--- src/rtl/key_event.sv ---
// ============================================================================
// Module  : key_event
// Brief   : Per-key press / click / long-press / auto-repeat event generator
//           for three debounced, active-low keys.
// Revision: 1.0 - initial release
// ============================================================================
`default_nettype none

module key_event #(
  parameter int LONG_TIME   = 25_000_000,
  parameter int REPEAT_TIME = 5_000_000
) (
  input  logic       clk,
  input  logic       rst_n,
  input  logic [2:0] key_value,
  output logic [2:0] key_press,
  output logic [2:0] key_click,
  output logic [2:0] key_long,
  output logic [2:0] key_rpt,
  output logic [2:0] key_hold
);

  localparam logic [31:0] C_LONG_LAST = 32'(LONG_TIME - 1);
  localparam logic [31:0] C_RPT_LAST  = 32'(REPEAT_TIME - 1);

  typedef enum logic [1:0] {
    S_IDLE   = 2'd0,
    S_PRESS  = 2'd1,
    S_REPEAT = 2'd2
  } state_t;

  for (genvar gi = 0; gi < 3; gi++) begin : g_key
    state_t      r_state;
    logic [31:0] r_cnt;
    logic        r_press;
    logic        r_click;
    logic        r_long;
    logic        r_rpt;
    logic        r_hold;

    // Release always takes priority over a threshold reached on the same edge.
    always_ff @(posedge clk or negedge rst_n) begin
      if (!rst_n) begin
        r_state <= S_IDLE;
        r_cnt   <= 32'd0;
        r_press <= 1'b0;
        r_click <= 1'b0;
        r_long  <= 1'b0;
        r_rpt   <= 1'b0;
        r_hold  <= 1'b0;
      end else begin
        r_press <= 1'b0;
        r_click <= 1'b0;
        r_long  <= 1'b0;
        r_rpt   <= 1'b0;
        case (r_state)
          S_IDLE: begin
            if (!key_value[gi]) begin
              r_state <= S_PRESS;
              r_cnt   <= 32'd0;
              r_press <= 1'b1;
              r_hold  <= 1'b1;
            end
          end
          S_PRESS: begin
            if (key_value[gi]) begin
              r_state <= S_IDLE;
              r_cnt   <= 32'd0;
              r_click <= 1'b1;
              r_hold  <= 1'b0;
            end else if (r_cnt == C_LONG_LAST) begin
              r_state <= S_REPEAT;
              r_cnt   <= 32'd0;
              r_long  <= 1'b1;
            end else begin
              r_cnt <= r_cnt + 32'd1;
            end
          end
          S_REPEAT: begin
            if (key_value[gi]) begin
              r_state <= S_IDLE;
              r_cnt   <= 32'd0;
              r_hold  <= 1'b0;
            end else if (r_cnt == C_RPT_LAST) begin
              r_cnt <= 32'd0;
              r_rpt <= 1'b1;
            end else begin
              r_cnt <= r_cnt + 32'd1;
            end
          end
          default: begin
            r_state <= S_IDLE;
            r_cnt   <= 32'd0;
            r_hold  <= 1'b0;
          end
        endcase
      end
    end

    assign key_press[gi] = r_press;
    assign key_click[gi] = r_click;
    assign key_long[gi]  = r_long;
    assign key_rpt[gi]   = r_rpt;
    assign key_hold[gi]  = r_hold;
  end

endmodule

`default_nettype wire
--- config.mk ---
export PLATFORM = sky130hd
export DESIGN_NAME = key_event
export DESIGN_NICKNAME = d
export VERILOG_FILES = /design/src/rtl/key_event.sv
export SDC_FILE = /design/constraint.sdc
export NUM_CORES = 1
export LEC_CHECK = 0
export CAP_MARGIN = 20
export CORE_UTILIZATION = 44
export CTS_CLUSTER_SIZE = 40
export DETAILED_ROUTE_END_ITERATION = 8
export PLACE_DENSITY_LB_ADDON = 0.15
export SYNTH_ARGS = -nofsm -noshare
export SYNTH_HDL_FRONTEND = slang
export SYNTH_SLANG_ARGS = --single-unit
--- constraint.sdc ---
create_clock -name clk -period 2.6 [get_ports clk]
set_clock_uncertainty 0.05 [all_clocks]
set_input_delay 0.39 -clock clk [delete_from_list [all_inputs] [get_ports clk]]
set_output_delay 0.39 -clock clk [all_outputs]
set_load 0.03 [all_outputs]
; Word-level counts from Yosys, hierarchy flattened
; Cells that the tools add are included.
[totals]
regBits = 117
input_bits = 5
output_inout_bits = 15
elab_cells = 132
[op_classes]
addsub = 3
eq_ne = 24
mux = 72
n_reduce_logical = 12
[op_table]
columns = op, n
row1 = 32-bit 2-to-1 mux, 15
row2 = 32-bit one-hot mux with 3 select lines, 3
row3 = "32-bit by 1-bit adder with 32-bit output, second input constant", 3
row4 = "32-bit by 23-bit equality test with 1-bit output, second input constant", 3
row5 = "32-bit by 25-bit equality test with 1-bit output, second input constant", 3
row6 = 1-bit 2-to-1 mux, 36
row7 = 2-bit 2-to-1 mux, 12
row8 = 2-bit one-hot mux with 3 select lines, 3
row9 = "2-bit != test, second input constant", 6
row10 = "3-bit != test, second input constant", 3
row11 = 3-bit AND reduction, 3
row12 = "2-bit by 1-bit equality test with 1-bit output, second input constant", 3
row13 = "2-bit equality test, second input constant", 3
row14 = 2-bit zero test, 3
row15 = "2-bit by 1-bit != test with 1-bit output, second input constant", 3
row16 = 1-bit one-hot mux with 2 select lines, 3
row17 = 2-bit AND reduction, 3
row18 = 2-bit OR reduction, 3

; Logic depth before layout (Yosys ltp)
[depth]
word_depth = 4
depth_mapped = 10

; Worst setup path after synthesis
; Ideal clock, no wire load.
[synth_timing]
kind = register to register
from = reg g_key[0].r_cnt[0]
to = reg g_key[0].r_cnt[28]
setup_time_ns = 0.126
t_arrival_ns = 1.976
slack_ns = 0.448
stages_incl_launch_ff = 9
synth_period_minus_slack_ns = 2.152
path_cell_list = dfrtp_1 > ha_1 > and4_1 > clkbuf_1 > nand3_1 > o311ai_2 > a21oi_2 > clkbuf_1 > a221o_1
[synth_between]
elab_chain_len = 4
elab_cells_between_ends = 8
classes_between = 1 x add/sub / 2 x eq/ne / 5 x mux
[synth_rtl]
columns = element, line_no
row1 = "start, declared", 34  ; logic [31:0] r_cnt;
row2 = "start signal, assigned", 76  ; r_cnt <= r_cnt + 32'd1;
row3 = "start signal, assigned", 88  ; r_cnt <= r_cnt + 32'd1;
row4 = 32-bit by 1-bit adder with 32-bit output (tied with other cells), "76, 88"
row5 = "32-bit 2-to-1 mux, on equally long branches", "84, 71"
row6 = "32-bit 2-to-1 mux, on equally long branches", "80, 66"
row7 = 32-bit one-hot mux with 3 select lines (*), 56  ; case (r_state)
; Mark *: on every way between the ends. The rest lies on a longest branch, timed or not.
; A chain may end at the register's enable or synchronous reset.

; Worst setup path in the final report
; Ends and elaborated chain as after synthesis.

==> impl_metrics.yaml <==
placed_design:
  placed_area_um2: 7210
  globalplace.congestion: 0.811
  dpl.cell_count: 939
  hpwl_um: 10800
  io_buffers: 19
die:
  core-area_um2: 15200
  io_pins: 20
  die_area_um2: 16100
  rows: 45
  start_util_pct: 45.2
  dieHeight_um: 127
  die_x_um: 127
power:
  leakage_nw: 3.24
  pwr-share-clk_pct: 42.8
  p_per_area_nw_per_um2: 756
  p_int_mw: 4.19
  power.total_mw: 5.96
  seqPwrFrac_pct: 33.5
  vdd_drop_max_mv: 0.479
  comb_power_share_pct: 23.7
  swShare_pct: 29.7
  p_sw_mw: 1.77
timing:
  hold_viol_final: 0
  min_period_ps: 2380
  drv_slew: 0
  slew_headroom_pct: 52.7
  setup_viol: 0
  tns_ps: 0
  min_period_over_period_pct: 91.4
  rsz0062_at_grt: "false"
  fmax_ghz: 0.421
  worst_pin_slew_ps: 710
layout:
  drive_above_1_share_pct: 10.7
  nets: 789
  diodes: 0
  stdcell_count: 973
  area_growth_pct: 14.7
  stdcell_area_um2: 7880
grt:
  antenna_found_initial: 0
  grt_pass1_vias: 5625
  gr-total-overflow: 0
  grt_pass1_wl_um: 27200
  grtUsageTotal_pct: 21.1
  grt_max_degree: 62
clock_network:
  clk_latency_ps: 420
  cts_sinks: 117
  cts_root_buffer: "clkbuf_16"
  clk_pin_slew_ps: 50
  numCtsBuffers: 17
  clockBufferDepth: 2
  post_cts_resized: 0
  ctsHtreeMaxLevel: 4
  post_cts_buffers: 0
  cts_tree: "built"
yosys:
  ys_ff_latch: 117
  synth_area_um2: 6870
  synth_cell_types: 65
  postSynthCellCount: 763
  synth_edf_count: 0
  ys.flop_type: "dfrtp_1"
  synthArstFlopShare_pct: 100
  yosysWarningCount: 0
  synth.yosys.seq_area_share_pct: 42.6
  synth_area_per_cell_um2: 9.00
  synth_fp_nets: 780
worst_setup_path:
  cp-start-kind: "register"
  r2r_setup_slack_ps: 220
  worst_r2r_path_depth: 8
  r2r-end: "g_key[0].r_cnt[28]"
  rr_startpoint: "g_key[0].r_cnt[0]"
  crit_type: "register to register"
  cp-end-kind: "register"
  path_max_fanout: 19
  startpoint: "g_key[0].r_cnt[0]"
  cp_data_arrival_time_ps: 2620
  worst_ep_required_time_ps: 2850
route:
  avgRoutedWirePerCell_um: 16.3
  antenna_left: 0
  drcViolationCount: 0
  vias_per_cell: 6.00
  vias: 5837
  drt_wl_total_um: 15900
  first_iter_violations: 465
  dr.pass1.iters: 7
min_path:
  min_path_type: "primary input to async pin"
outcome:
  status: "finished, final reports clean"
run:
  drv_cap: 0
==> cells by family after synthesis <==
group           share of synthesized area, %
mux                                     2.20
fa+ha+maj                               2.19
xor+xnor                               0.255
buf+inv                                 6.92
flops                                   42.6
simple gates                            28.0
compound gates                          17.8
==> synth_stat cells, drive strengths merged, types with 9 or more instances <==
library cell	number	share of area, %
nor2	28	1.5
buf	41	4.3
ha	12	2.2
nand3	59	4.4
and2	15	1.4
a31oi	41	3.7
nor3	18	1.8
a22o	9	1.1
nor4	13	1.7
nand2b	17	1.5
a21oi	56	4.1
and4	12	1.5
nand4	32	3.1
and3	20	1.8
nand2	71	3.9
clkbuf	18	1.0
o21ai	44	3.2
dfrtp	117	43
or3	22	2.0
a21o	9	0.98
inv	30	1.6
mux2i	14	2.0
==> power by group through the flow <==
stage          clock network, mW  logic, mW  registers [mW]
6_report                    2.55       1.41            1.99
5_1_grt                     2.69       1.56            2.01
4_1_cts                     2.60       1.40            1.99
3_5_place_dp                   0       1.40            2.02
3_3_place_gp                   0       1.36            2.02
2_1_floorplan                  0       1.04            2.01
==> timing repair <==
item,CTS,global route
endpoints found under the setup margin,0,11
hold buffers,1,0
endpoints found under the hold margin,33,0
==> cell usage in the layout, fill, tap and decap left out, drive strengths merged, types with 5 or more instances in the layout <==
cell type / n
nand2: 71
nand2b: 17
nor3: 18
dfrtp: 117
clkbuf: 24
nand3: 59
nor2: 28
nor4bb: 5
ha: 12
mux2i: 14
and4: 12
nor2b: 7
and2: 15
or3: 22
a41oi: 7
a31oi: 41
nand4: 32
a21oi: 57
clkdlybuf4s50: 18
buf: 29
o21ai: 44
o311ai: 8
and3: 20
inv: 30
nor4: 13
a21o: 9
a22o: 9
==> state kept, by name (all words and copies together) (netlist names) <==
register	count
g_key.r_hold	3
g_key.r_long	3
g_key.r_state	6
g_key.r_rpt	3
g_key.r_cnt	96
g_key.r_click	3
g_key.r_press	3
==> worst max-delay path: stages (launching register included) <==
cell,delay (ps)
dfrtp_1,380
ha_1,240
and4_1,330
nand3_1,170
o311ai_2,380
a21oi_4,110
buf_4,210
o211a_1,120
a221o_1,250
==> stage by stage <==
stage / setup WS [ps] / utilization (%) / hold WS, ps
5_1_grt: 48.5 / 51.8 / 450
3_3_place_gp: 167 / 47.4 / 321
6_report: 224 / 51.8 / 418
4_1_cts: 88.4 / 51.8 / 428
3_5_place_dp: 100 / 47.4 / 331
2_1_floorplan: 448 / - / 44.4
==> worst max path at each step <==
stage | end
finish | g_key[0].r_cnt[28]
global route | g_key[0].r_cnt[28]
CTS | g_key[1].r_cnt[13]
detailed placement | g_key[1].r_cnt[13]
global placement | g_key[1].r_cnt[13]
floorplan | g_key[0].r_cnt[28]
==> metal layers <==
metal	vias to the layer above	global-route usage, %	share of wire, %
met5	-	0	0
met4	0	6.79	1.1
met3	17	5.27	3.2
met2	92	34.4	48
met1	2876	27.6	48
li1	2852	-	-
==> layout make-up <==
type	count	area (um2)
Fill cell	1331	7320
Multi-Input combinational cell	558	3490
Sequential cell	117	2930
Clock buffer	24	512
Timing Repair Buffer	48	458
Tap cell	188	235
Clock inverter	8	143
Inverter	30	113
No activity file was read; power rests on OpenSTA's default activity.
